--- src/rtl/double_dabble_seq_if.sv ---
`default_nettype none
// ============================================================================
// Module   : double_dabble_seq_if
// Brief    : Start/busy/done handshake and result bundle for double_dabble_seq
// Revision : 1.0
// ============================================================================
interface double_dabble_seq_if #(
    parameter int INPUT_BITS    = 16,
    parameter int OUTPUT_DIGITS = 5,
    parameter int OUTPUT_BITS   = OUTPUT_DIGITS * 4
);
    logic                   start_i;
    logic [INPUT_BITS-1:0]  binary_i;
    logic                   busy_o;
    logic                   done_o;
    logic [OUTPUT_BITS-1:0] bcd_o;
    logic                   sign_o;
    logic                   overflow_o;

    modport master (
        output start_i, binary_i,
        input  busy_o, done_o, bcd_o, sign_o, overflow_o
    );

    modport slave (
        input  start_i, binary_i,
        output busy_o, done_o, bcd_o, sign_o, overflow_o
    );
endinterface
`default_nettype wire

--- src/rtl/double_dabble_seq.sv ---
`default_nettype none
// ============================================================================
// Module   : double_dabble_seq
// Brief    : Sequential binary-to-BCD converter, one shift-and-add-3 step/clock
// Revision : 1.0
// ============================================================================
module double_dabble_seq #(
    parameter int INPUT_BITS    = 16,
    parameter int OUTPUT_DIGITS = 5,
    parameter int OUTPUT_BITS   = OUTPUT_DIGITS * 4,
    parameter int SIGNED        = 0
) (
    input wire               clk,
    input wire               rst,
    double_dabble_seq_if.slave bus
);
    localparam int c_CNT_W = (INPUT_BITS > 2) ? $clog2(INPUT_BITS) : 1;
    localparam logic [c_CNT_W-1:0]    c_CNT_LOAD = c_CNT_W'(INPUT_BITS - 1);
    localparam logic [INPUT_BITS-1:0] c_ONE      = INPUT_BITS'(1);

    localparam logic [1:0] c_IDLE  = 2'd0;
    localparam logic [1:0] c_SHIFT = 2'd1;
    localparam logic [1:0] c_DONE  = 2'd2;

    logic [1:0]             r_state;
    logic [1:0]             w_next;
    logic [c_CNT_W-1:0]     r_cnt;
    logic [INPUT_BITS-1:0]  r_mag;
    logic [OUTPUT_BITS-1:0] r_work;
    logic                   r_ovf;
    logic                   r_neg;
    logic                   r_done;
    logic [OUTPUT_BITS-1:0] r_bcd;
    logic                   r_sign;
    logic                   r_ovf_out;

    logic                   w_accept;
    logic                   w_step;
    logic                   w_load;
    logic                   w_busy;
    logic                   w_neg;
    logic [INPUT_BITS-1:0]  w_mag;
    logic [OUTPUT_BITS-1:0] w_adj;

    // State register
    always_ff @(posedge clk or posedge rst) begin
        if (rst) begin
            r_state <= c_IDLE;
        end else begin
            r_state <= w_next;
        end
    end

    // Next-state logic
    always_comb begin
        w_next = r_state;
        case (r_state)
            c_IDLE:  if (bus.start_i) w_next = c_SHIFT;
            c_SHIFT: if (r_cnt == '0) w_next = c_DONE;
            c_DONE:  w_next = c_IDLE;
            default: w_next = c_IDLE;
        endcase
    end

    // Output / control decode
    always_comb begin
        w_accept = 1'b0;
        w_step   = 1'b0;
        w_load   = 1'b0;
        w_busy   = 1'b0;
        case (r_state)
            c_IDLE:  w_accept = bus.start_i;
            c_SHIFT: begin
                w_step = 1'b1;
                w_busy = 1'b1;
            end
            c_DONE:  begin
                w_load = 1'b1;
                w_busy = 1'b1;
            end
            default: ;
        endcase
    end

    // Negation in INPUT_BITS width makes the most negative value map to 2^(N-1)
    assign w_neg = (SIGNED != 0) && bus.binary_i[INPUT_BITS-1];
    assign w_mag = w_neg ? (~bus.binary_i + c_ONE) : bus.binary_i;

    for (genvar k = 0; k < OUTPUT_DIGITS; k++) begin : g_digit
        assign w_adj[4*k +: 4] = (r_work[4*k +: 4] >= 4'd5) ? (r_work[4*k +: 4] + 4'd3)
                                                             : r_work[4*k +: 4];
    end

    always_ff @(posedge clk or posedge rst) begin
        if (rst) begin
            r_cnt     <= '0;
            r_mag     <= '0;
            r_work    <= '0;
            r_ovf     <= 1'b0;
            r_neg     <= 1'b0;
            r_done    <= 1'b0;
            r_bcd     <= '0;
            r_sign    <= 1'b0;
            r_ovf_out <= 1'b0;
        end else begin
            r_done <= w_load;
            if (w_accept) begin
                r_mag  <= w_mag;
                r_neg  <= w_neg;
                r_work <= '0;
                r_ovf  <= 1'b0;
                r_cnt  <= c_CNT_LOAD;
            end else if (w_step) begin
                // A one leaving the top digit means the value no longer fits
                r_work <= {w_adj[OUTPUT_BITS-2:0], r_mag[INPUT_BITS-1]};
                r_mag  <= {r_mag[INPUT_BITS-2:0], 1'b0};
                r_ovf  <= r_ovf | w_adj[OUTPUT_BITS-1];
                if (r_cnt != '0) begin
                    r_cnt <= r_cnt - 1'b1;
                end
            end else if (w_load) begin
                r_bcd     <= r_work;
                r_sign    <= r_neg;
                r_ovf_out <= r_ovf;
            end
        end
    end

    assign bus.busy_o     = w_busy;
    assign bus.done_o     = r_done;
    assign bus.bcd_o      = r_bcd;
    assign bus.sign_o     = r_sign;
    assign bus.overflow_o = r_ovf_out;
endmodule
`default_nettype wire

--- src/flat_wrapper.sv ---
// flat-port wrapper written by rule: the top's interface ports become plain ports
module double_dabble_seq_flat 
#(
    parameter int INPUT_BITS    = 16,
    parameter int OUTPUT_DIGITS = 5,
    parameter int OUTPUT_BITS   = OUTPUT_DIGITS * 4,
    parameter int SIGNED        = 0
)
  (clk, rst, bus_start_i, bus_binary_i, bus_busy_o, bus_done_o, bus_bcd_o, bus_sign_o, bus_overflow_o);
  double_dabble_seq_if #(.INPUT_BITS(INPUT_BITS), .OUTPUT_DIGITS(OUTPUT_DIGITS), .OUTPUT_BITS(OUTPUT_BITS)) bus_i ();
  input wire clk;
  input wire rst;
  input wire logic [$bits(bus_i.start_i)-1:0] bus_start_i;
  input wire logic [$bits(bus_i.binary_i)-1:0] bus_binary_i;
  output wire logic [$bits(bus_i.busy_o)-1:0] bus_busy_o;
  output wire logic [$bits(bus_i.done_o)-1:0] bus_done_o;
  output wire logic [$bits(bus_i.bcd_o)-1:0] bus_bcd_o;
  output wire logic [$bits(bus_i.sign_o)-1:0] bus_sign_o;
  output wire logic [$bits(bus_i.overflow_o)-1:0] bus_overflow_o;
  assign bus_i.start_i = bus_start_i;
  assign bus_i.binary_i = bus_binary_i;
  assign bus_busy_o = bus_i.busy_o;
  assign bus_done_o = bus_i.done_o;
  assign bus_bcd_o = bus_i.bcd_o;
  assign bus_sign_o = bus_i.sign_o;
  assign bus_overflow_o = bus_i.overflow_o;
  double_dabble_seq #(.INPUT_BITS(INPUT_BITS), .OUTPUT_DIGITS(OUTPUT_DIGITS), .OUTPUT_BITS(OUTPUT_BITS), .SIGNED(SIGNED)) u_core (.clk(clk), .rst(rst), .bus(bus_i));
endmodule
--- config.mk ---
export PLATFORM = sky130hd
export DESIGN_NAME = double_dabble_seq_flat
export DESIGN_NICKNAME = d
export VERILOG_FILES = /design/src/rtl/double_dabble_seq_if.sv /design/src/rtl/double_dabble_seq.sv /design/src/flat_wrapper.sv
export SDC_FILE = /design/constraint.sdc
export NUM_CORES = 1
export LEC_CHECK = 0
export BUFFER_PORTS_ARGS = -buffer_cell sky130_fd_sc_hd__buf_2
export CELL_PAD_IN_SITES_DETAIL_PLACEMENT = 1
export CELL_PAD_IN_SITES_GLOBAL_PLACEMENT = 1
export CORE_ASPECT_RATIO = 2
export CORE_MARGIN = 2
export CORE_UTILIZATION = 41
export CTS_BUF_LIST = sky130_fd_sc_hd__clkbuf_16
export DETAILED_ROUTE_END_ITERATION = 10
export MAX_ROUTING_LAYER = met4
export PLACE_DENSITY_LB_ADDON = 0.3
export SYNTH_ARGS = -nofsm -noshare
export SYNTH_HDL_FRONTEND = slang
export SYNTH_SLANG_ARGS = --single-unit
--- constraint.sdc ---
create_clock -name clk -period 1.7 [get_ports clk]
set_input_delay 0.17 -clock clk [delete_from_list [all_inputs] [get_ports clk]]
set_output_delay 0.17 -clock clk [all_outputs]
set_load 0.005 [all_outputs]
Word level (Yosys, flattened, before mapping)
Index checks and enable logic that the tools add are counted.
{ "word_totals": {"reg_bits": 65, "input_bits": 19, "output_inout_bits": 24, "wordCells": 56} }
{ "classes": {"addsub": 6, "order_cmp": 5, "eq_ne": 4, "muxes": 21, "n_bitwise": 3, "n_reduce_logical": 9} }
{ "ops": {"columns": ["cell", "n"], "rows": [
  ["2-to-1 mux 20 bit", 2],
  ["2-to-1 mux 16 bit", 2],
  ["2-to-1 mux 4 bit", 8],
  ["adder 4 x 2 -> 4 bit, second input constant", 5],
  ["greater-or-equal comparator 4 x 3 -> 1 bit, second input constant", 5],
  ["2-to-1 mux 1 bit", 6],
  ["logical NOT 4 bit", 1],
  ["2-to-1 mux 2 bit", 2],
  ["one-hot mux 2 bit (2 select lines)", 1],
  ["AND reduction 2 bit", 2],
  ["nonzero test 2 bit", 2],
  ["nonzero test 4 bit", 1],
  ["subtractor 4 x 1 -> 4 bit, second input constant", 1],
  ["AND reduction 3 bit", 1],
  ["equality test 2 x 1 -> 1 bit, second input constant", 1],
  ["equality test 2 bit, second input constant", 1],
  ["logical NOT 2 bit", 1],
  ["inequality test 2 x 1 -> 1 bit, second input constant", 1],
  ["inequality test 2 bit, second input constant", 1],
  ["NOT 1 bit", 2],
  ["OR reduction 2 bit", 1],
  ["bitwise OR 1 bit", 1]
]} }

Longest topological paths before layout
Gate-level depths: netlist (run 1).
{ "logic_depth": {"ltp_word": 5, "ltp_mapped": 8, "mapped_depth_nobuf": 6} }

Worst setup path before layout (run 1)
No wires, ideal clock.
{ "synth_path": {"path_type": "reg2reg", "startpoint": "register u_core.r_cnt[0]", "endpoint": "register u_core.r_state[0]", "setup_time_ps": 128, "t_arrival_ps": 1429, "required_ps": 1572, "setup_slack_ps": 143, "stages_incl_launch_ff": 7, "n_path_buf": 0, "period_less_slack_ps": 1557, "cell_sequence": "dfrtp_1 inv_1 ha_1 inv_1 o31ai_4 a21boi_2 mux2_1"} }
{ "synth_between": {"elab_chain_len": 3} }
{ "synth_rtl": {"columns": ["element", "line_no", "source"], "rows": [
  ["start, declared", "double_dabble_seq.sv:27", "logic [c_CNT_W-1:0] r_cnt;"],
  ["start signal, assigned", "double_dabble_seq.sv:112", "r_cnt <= c_CNT_LOAD;"],
  ["start signal, assigned", "double_dabble_seq.sv:119", "r_cnt <= r_cnt - 1'b1;"],
  ["logical NOT 4 bit", "double_dabble_seq.sv:59", "c_SHIFT: if (r_cnt == '0) w_next = c_DONE;"],
  ["inequality test 2 x 1 -> 1 bit (no source line)", null, null],
  ["AND reduction 2 bit (no source line)", null, null],
  ["end signal, assigned", "double_dabble_seq.sv:48", "r_state <= c_IDLE;"],
  ["end signal, assigned", "double_dabble_seq.sv:50", "r_state <= w_next;"],
  ["end, declared", "double_dabble_seq.sv:25", "logic [1:0] r_state;"]
]} }
No other way between the ends.
A chain may end at the register's enable or synchronous reset.

Worst setup path in the final report (run 1)
{ "layout_path": {"startpoint": "register u_core.r_cnt[1]", "endpoint": "register u_core.r_state[0]"} }
Same word-level chain as after synthesis.

==> results of run 1 <==
[area by class of cell]
type                            count  area, um^2  area share, %
Clock inverter                      6        27.5          0.697
Tap cell                           94         118           2.98
Multi-Input combinational cell    207        1490           37.7
Clock buffer                        9         225           5.70
Inverter                           17        67.6           1.71
Timing Repair Buffer               57         394           9.97
Sequential cell                    65        1630           41.3
[state kept, by name, indices dropped and copies added, names as in the netlist]
name / cells
u_core.bus.bcd_o: 20
u_core.bus.done_o: 1
u_core.bus.overflow_o: 1
u_core.r_cnt: 4
u_core.r_mag: 16
u_core.r_ovf: 1
u_core.r_state: 2
u_core.r_work: 20
[where the power goes]
group / switching [mW] / leakage (nW) / internal (mW) / total [mW]
Clock: 0.628 / 0.133 / 0.954 / 1.58
Sequential: 0.542 / 0.822 / 2.23 / 2.77
Combinational: 1.66 / 0.912 / 1.64 / 3.30
Total: 2.83 / 1.87 / 4.82 / 7.66
[what timing repair did]
action                     CTS  global route
setup endpoints to repair    0            21
setup buffers                0             0
resized for setup            0            14
hold buffers                 1             0
hold endpoints to repair    65             0
[through the flow]
step / std cells / hold WS, ns
2_1_floorplan: 307 / 0.275
3_3_place_gp: 439 / 0.285
3_5_place_dp: 439 / 0.292
4_1_cts: 455 / 0.0462
5_1_grt: 455 / 0.0662
6_report: 455 / 0.0555
[critical path, stage by stage, from the launching register on]
cell and delay [ns]:
dfrtp_1 0.41, inv_2 0.09, ha_4 0.14, inv_1 0.07
o31ai_4 0.21, a21boi_4 0.24, mux2_1 0.33
[layout by cell type, fill, tap and decap left out, types with 6 or more instances in the layout]
master / synthesis / routed
a21oi_1: 17 / 17
and3_1: 7 / 7
buf_2: 11 / 41
buf_4: 1 / 9
clkbuf_16: 0 / 9
dfrtp_1: 65 / 61
ha_1: 16 / 14
inv_1: 17 / 15
mux2_2: 21 / 21
mux2i_1: 16 / 16
nand2_1: 33 / 33
nand3_1: 10 / 10
nor3_1: 6 / 6
o21ai_0: 19 / 19
o21ai_1: 16 / 16
[how the worst max path moves through the flow]
stage / slack, ns / to
2_1_floorplan: 0.14 / u_core.r_state[0]
4_1_cts: 0.002 / u_core.r_state[1]
5_1_grt: -0.009 / u_core.r_work[5]
3_5_place_dp: 0.03 / u_core.r_mag[6]
6_report: 0.09 / u_core.r_state[0]
3_3_place_gp: 0.1 / u_core.r_state[1]
[synth_stat cells (all sizes together), types with 3 or more instances]
library cell and count:
mux2 23, nand2b 5, nand2 33, nor3 6
or4b 3, nor2 5, clkbuf 6, dfrtp 65
ha 16, a31oi 3, buf 12, o21ai 35
nand3 10, nand4 3, xor2 3, nor3b 3
mux2i 16, inv 17, a21oi 17, and3 7
nand3b 5
[metal layers]
metal | up-vias | track usage, % | share of wire [%]
met5 | - | - | 0
met4 | 0 | 8.64 | 2.2
met3 | 9 | 3.65 | 2.4
met2 | 33 | 35.8 | 60
met1 | 1202 | 18.6 | 35
li1 | 1159 | - | -
[cells by family (layout without fill, tap and decap cells)]
family	Yosys count	after routing
AOI/OAI and AO/OA	63	63
adders and majority gates	16	16
and+or+nand+nor	84	84
buffers and inverters	35	89
xor gates and xnor gates	4	4
muxes	39	39
DFF	65	65
other	1	1
==> results.txt, run 1 <==
----------------------------------------------------
[Synth]
  Yosys warning count ... 0
  Syn Nets ... approximately 340
  Compound-cell area share of the yosys netlist ... 11.1%
  Mux cell area share after synthesis ... 13.0%
  Mapped cell area ... 3220 um^2
  Flip-flop and latch count after synthesis ... 65
  Top cell type by total area after synthesis ... dfrtp_1
  Number of enable-type register cells in the synthesized netlist ... 0
  Count of cell types in the netlist ... 37
  Post-synthesis sequential area ratio ... about half
  Share of synthesized cell area in full adder, half adder and majority cells ... 6.21%
  Main combinational cell family by area after synthesis ... simple AND/OR/NAND/NOR gates
  Area share of the largest cell type after synthesis ... 50.4%
  Biggest area contributors in the synthesized netlist ... dfrtp_1 50%, mux2_2 7.3%, ha_1 6.2%, mux2i_1 5.0%, nand2_1 3.8%
  Mean instance size in the synthesized netlist ... 10.5 um^2
  Number of instances in the synthesized netlist ... 307
  Xor and xnor fraction of the mapped netlist area ... 1.09%
  FFs w/ async S/R, synth ... between 90% and 100%
  Most frequently used flop master after synthesis ... dfrtp_1
  Area share of and/or/nand/nor cells after synthesis ... 13.4%

[Floorplanning]
  Number of standard-cell rows in the floorplan ... 45
  Die area ... 8630 um^2
  Ports ... 43
  Core area ... 7600 um^2
  Chip Width ... 66.7 um
  Die Ht ... 129 um
  Starting utilization of the core area ... a little over two fifths

[Pwr]
  Leakage component of the power ... 1.87 nW
  VDD IR max ... 1.07 mV
  Cell Pwr Density ... around 1900 nW/um^2
  Total power draw ... 7.66 mW

[Setup path]
  Start of the worst register-to-register path ... u_core.r_cnt[1]
  Setup crit start ... u_core.r_cnt[1]
  Required time of the critical path ... 1.90 ns
  Critical path start-end classification ... flop to flop
  Critical path arrival ... 1.81 ns
  Maximum net fanout on the critical path ... 3
  Logic depth of the worst register-to-register path ... 6
  Reg2reg setup slack ... 0.09 ns
  Endpoint of the worst register-to-register path ... u_core.r_state[0]
  Critical Path Sink Type ... flop
  Startpoint Class ... flop

[Clock tree]
  Clock Sinks ... 65
  TritonCTS clock tree ... done
  Maximum buffer depth of the clock tree ... 2
  Clock insertion delay at the later pin of the skew report ... 0.33 ns
  Inserted Clock Buffers ... 9
  Root Buffer Master ... clkbuf_16
  Clock transition at path regs ... 0.05 ns
  Deepest level of the CTS H-tree ... 3

[Drt]
  First-pass iteration count of the detailed router ... 4
  Vias post-DR ... 2,403
  Number of design rule violations left after detail routing ... 0
  Routed Wire Length ... between 7 and 8 mm
  Remaining antenna violation count after routing ... 0
  Starting DRC count in detailed routing ... 115
  DR WL/cell ... between 15 and 20 um
  Vias per std cell ... 5.28

[Hold path]
  Hold endpoint ... u_core.r_mag[8]
  Hold Path Origin ... bus_binary_i[8]
  Worst hold path class ... primary input to flop
  Worst Hold Path Cells ... 3

[Cells and area]
  Final instance area ... 3950 um^2
  End-of-flow core utilization ... 52.0%
  Post-layout nets ... 392
  Number of diodes added for antenna fixing ... 0
  Fraction of layout cells with a size suffix above 1 ... 28.5%
  P&R area growth vs syn ... 22.5%
  Fillers ... about 860

[Global route]
  Number of antenna violations at the first check in global routing ... 0
  Number of global-route vias before repair ... 2,642
  Grt ovf ... 0
  Global-route wire length before repair ... ~12 mm
  Aggregate global-route resource usage ... 19.3%
  Pin count of the biggest net entering global routing ... 66

[Timing]
  Crit share post-route ... a little over nine tenths
  Final setup violation count ... 0
  Setup slack of the critical path after layout ... 0.0907 ns
  Max-slew violation count ... 0
  Shortest period the worst path allows ... about 1.6 ns
  Highest achievable clock rate ... ~620 MHz
  Post-Route Setup TNS ... 0 ns
  Number of hold-slack violations in the final timing report ... 0
  Clock skew after layout ... 0.00747 ns

[Place]
  Post-DP Area ... 3640 um^2
  Setup Slack @ Placement ... 0.0336 ns
  Post-detail-place hpwl ... 4.92 mm
  Count of buffers inserted at the top-level ports ... 41
  Final weighted congestion of routability-driven global placement ... ~0.8

[Status]
  Outcome ... finished clean

[Flow run]
  Maxcap violations ... 0

----------------------------------------------------
Power figures use the tool's default switching activity.
==> run 2: changes to the inputs <==
- RECOVER_POWER: default -> 100
==> results.txt, run 2 (same netlist as run 1, synthesis figures left out) <==
----------------------------------------------------
[Flow run]
  Maxcap violations ... 0 (unchanged)

[Pwr]
  Cell Pwr Density ... 1930 nW/um^2 (was 1940 nW/um^2)
  VDD IR max ... 1.06 mV (was 1.07 mV)
  Leakage component of the power ... 1.80 nW (was 1.87 nW)

[Setup path]
  Required time of the critical path ... 1.90 ns (about the same)
  Maximum net fanout on the critical path ... 3 (unchanged)
  Startpoint Class ... flop (unchanged)
  Critical path arrival ... 1.81 ns (about the same)
  Critical path start-end classification ... flop to flop (unchanged)
  Critical Path Sink Type ... flop (unchanged)

[Cells and area]
  P&R area growth vs syn ... 20.8% (was 22.5%)
  Final instance area ... 3890 um^2 (was 3950 um^2)
  Post-layout nets ... 392 (unchanged)
  Number of diodes added for antenna fixing ... 0 (unchanged)
  Fraction of layout cells with a size suffix above 1 ... 24.9% (was 28.5%)
  Leading cell type in the layout, fill and taps excluded ... dfrtp_1 (unchanged)
  Leading cell types in the layout, fill and taps excluded ... 61 x dfrtp_1, 33 x nand2_1, 31 x o21ai_0, 30 x buf_2, 21 x mux2_2 (was 61 x dfrtp_1, 41 x buf_2, 33 x nand2_1, 21 x mux2_2, 19 x o21ai_0)

[Place]
  Post-DP Area ... 3640 um^2 (unchanged)
  Final weighted congestion of routability-driven global placement ... 0.796 (unchanged)
  Count of buffers inserted at the top-level ports ... 41 (unchanged)
  Setup Slack @ Placement ... 0.0336 ns (unchanged)
  Post-detail-place hpwl ... 4.92 mm (unchanged)

[Drt]
  Vias post-DR ... 2,405 (was 2,403)
  DR WL/cell ... 15.5 um (was 15.4 um)
  Number of design rule violations left after detail routing ... 0 (unchanged)
  First-pass iteration count of the detailed router ... 4 (unchanged)
  Remaining antenna violation count after routing ... 0 (unchanged)
  Starting DRC count in detailed routing ... 105 (was 115)
  Vias per std cell ... 5.29 (was 5.28)
  Routed Wire Length ... 7.05 mm (was 7.03 mm)

[Global route]
  Global-route wire length before repair ... 12.1 mm (unchanged)
  Number of global-route vias before repair ... 2,642 (unchanged)
  Number of antenna violations at the first check in global routing ... 0 (unchanged)
  Aggregate global-route resource usage ... 19.3% (unchanged)
  Pin count of the biggest net entering global routing ... 66 (unchanged)
  Grt ovf ... 0 (unchanged)

[Timing]
  Post-Route Setup TNS ... 0 ns (unchanged)
  Clock skew after layout ... 0.00607 ns (was 0.00747 ns)
  Worst slew margin relative to its limit ... 40.1%
  Setup slack of the critical path after layout ... 0.0921 ns (was 0.0907 ns)
  Max-slew violation count ... 0 (unchanged)
  Crit share post-route ... 94.6% (was 94.7%)
  Number of hold-slack violations in the final timing report ... 0 (unchanged)
  Shortest period the worst path allows ... 1.61 ns (about the same)
  Highest achievable clock rate ... 622 MHz (was 621 MHz)
  Slew at the pin closest to its max-slew limit ... 0.898 ns
  Final setup violation count ... 0 (unchanged)

[Hold path]
  Worst hold path class ... primary input to flop (unchanged)

[Clock tree]
  Clock insertion delay at the later pin of the skew report ... 0.33 ns (about the same)
  TritonCTS clock tree ... done (unchanged)
  Root Buffer Master ... clkbuf_16 (unchanged)
  Clock transition at path regs ... 0.05 ns (about the same)
  Inserted Clock Buffers ... 9 (unchanged)
  Clock Sinks ... 65 (unchanged)
  Deepest level of the CTS H-tree ... 3 (unchanged)
  Maximum buffer depth of the clock tree ... 2 (unchanged)

[Status]
  Outcome ... finished clean (unchanged)

[Floorplanning]
  Number of standard-cell rows in the floorplan ... 45 (unchanged)
  Die Ht ... 129 um (unchanged)
  Core area ... 7600 um^2 (unchanged)
  Chip Width ... 66.7 um (unchanged)
  Starting utilization of the core area ... 42.4% (unchanged)
  Die area ... 8630 um^2 (unchanged)
  Ports ... 43 (unchanged)

----------------------------------------------------
run 2: cell count changes in the layout (fill, tap and decap cells not counted), sizes merged:
cell,change
clkbuf,+16
buf,-16
run 2: final timing paths:
check	start	end	slack, ns	depth (start not counted)
hold reg to reg	u_core.r_ovf	u_core.r_ovf	0.47	2
max in group asynchronous	rst	u_core.r_state[0]	0.35	4
min in group asynchronous	rst	u_core.bus.bcd_o[7]	0.69	4
setup reg to reg	u_core.r_cnt[1]	u_core.r_state[0]	0.09	6
setup / recovery	u_core.r_cnt[1]	u_core.r_state[0]	0.09	6
hold / removal	bus_binary_i[8]	u_core.r_mag[8]	0.05	3
run 2: per-stage QoR:
stage | hold WS [ns] | instances | power, mW | util [%]
global route | 0.0621 | 455 | 8.18 | 51.2
finish | 0.0509 | 455 | 7.51 | 51.2
CTS | 0.0462 | 455 | 7.67 | 51.4
global placement | 0.285 | 439 | 5.83 | 47.9
detailed placement | 0.292 | 439 | 6.02 | 47.9
floorplan | 0.275 | 307 | 4.83 | -
run 2: cell type report:
class	instances	area [um^2]
Multi-Input combinational cell	207	1490
Clock inverter	6	27.5
Sequential cell	65	1630
Inverter	17	67.6
Tap cell	94	118
Clock buffer	9	225
Timing Repair Buffer	57	337
Fill cell	871	3710
run 2: metal layers:
metal | GRT usage, % | wire length [um]
met3 | 3.65 | 175
met1 | 18.6 | 2520
met5 | - | 0
met2 | 35.8 | 4220
met4 | 8.64 | 133
run 2: repair_timing:
item / CTS / global route
gates resized for setup: 0 / 14
hold buffers: 1 / 0
setup endpoints to repair: 0 / 21
setup buffers: 0 / 0
endpoints found under the hold margin: 65 / 0
run 2: worst max-delay path: stages (launching register included):
cell and delay, ns:
dfrtp_1 0.41, inv_2 0.09, ha_4 0.14, inv_1 0.07, o31ai_4 0.21, a21boi_4 0.24
mux2_1 0.33
run 2: power breakdown:
part / internal [mW] / switching (mW) / total, mW
Sequential: 2.23 / 0.545 / 2.77
Combinational: 1.53 / 1.63 / 3.16
Clock: 0.954 / 0.627 / 1.58
Total: 4.71 / 2.80 / 7.51
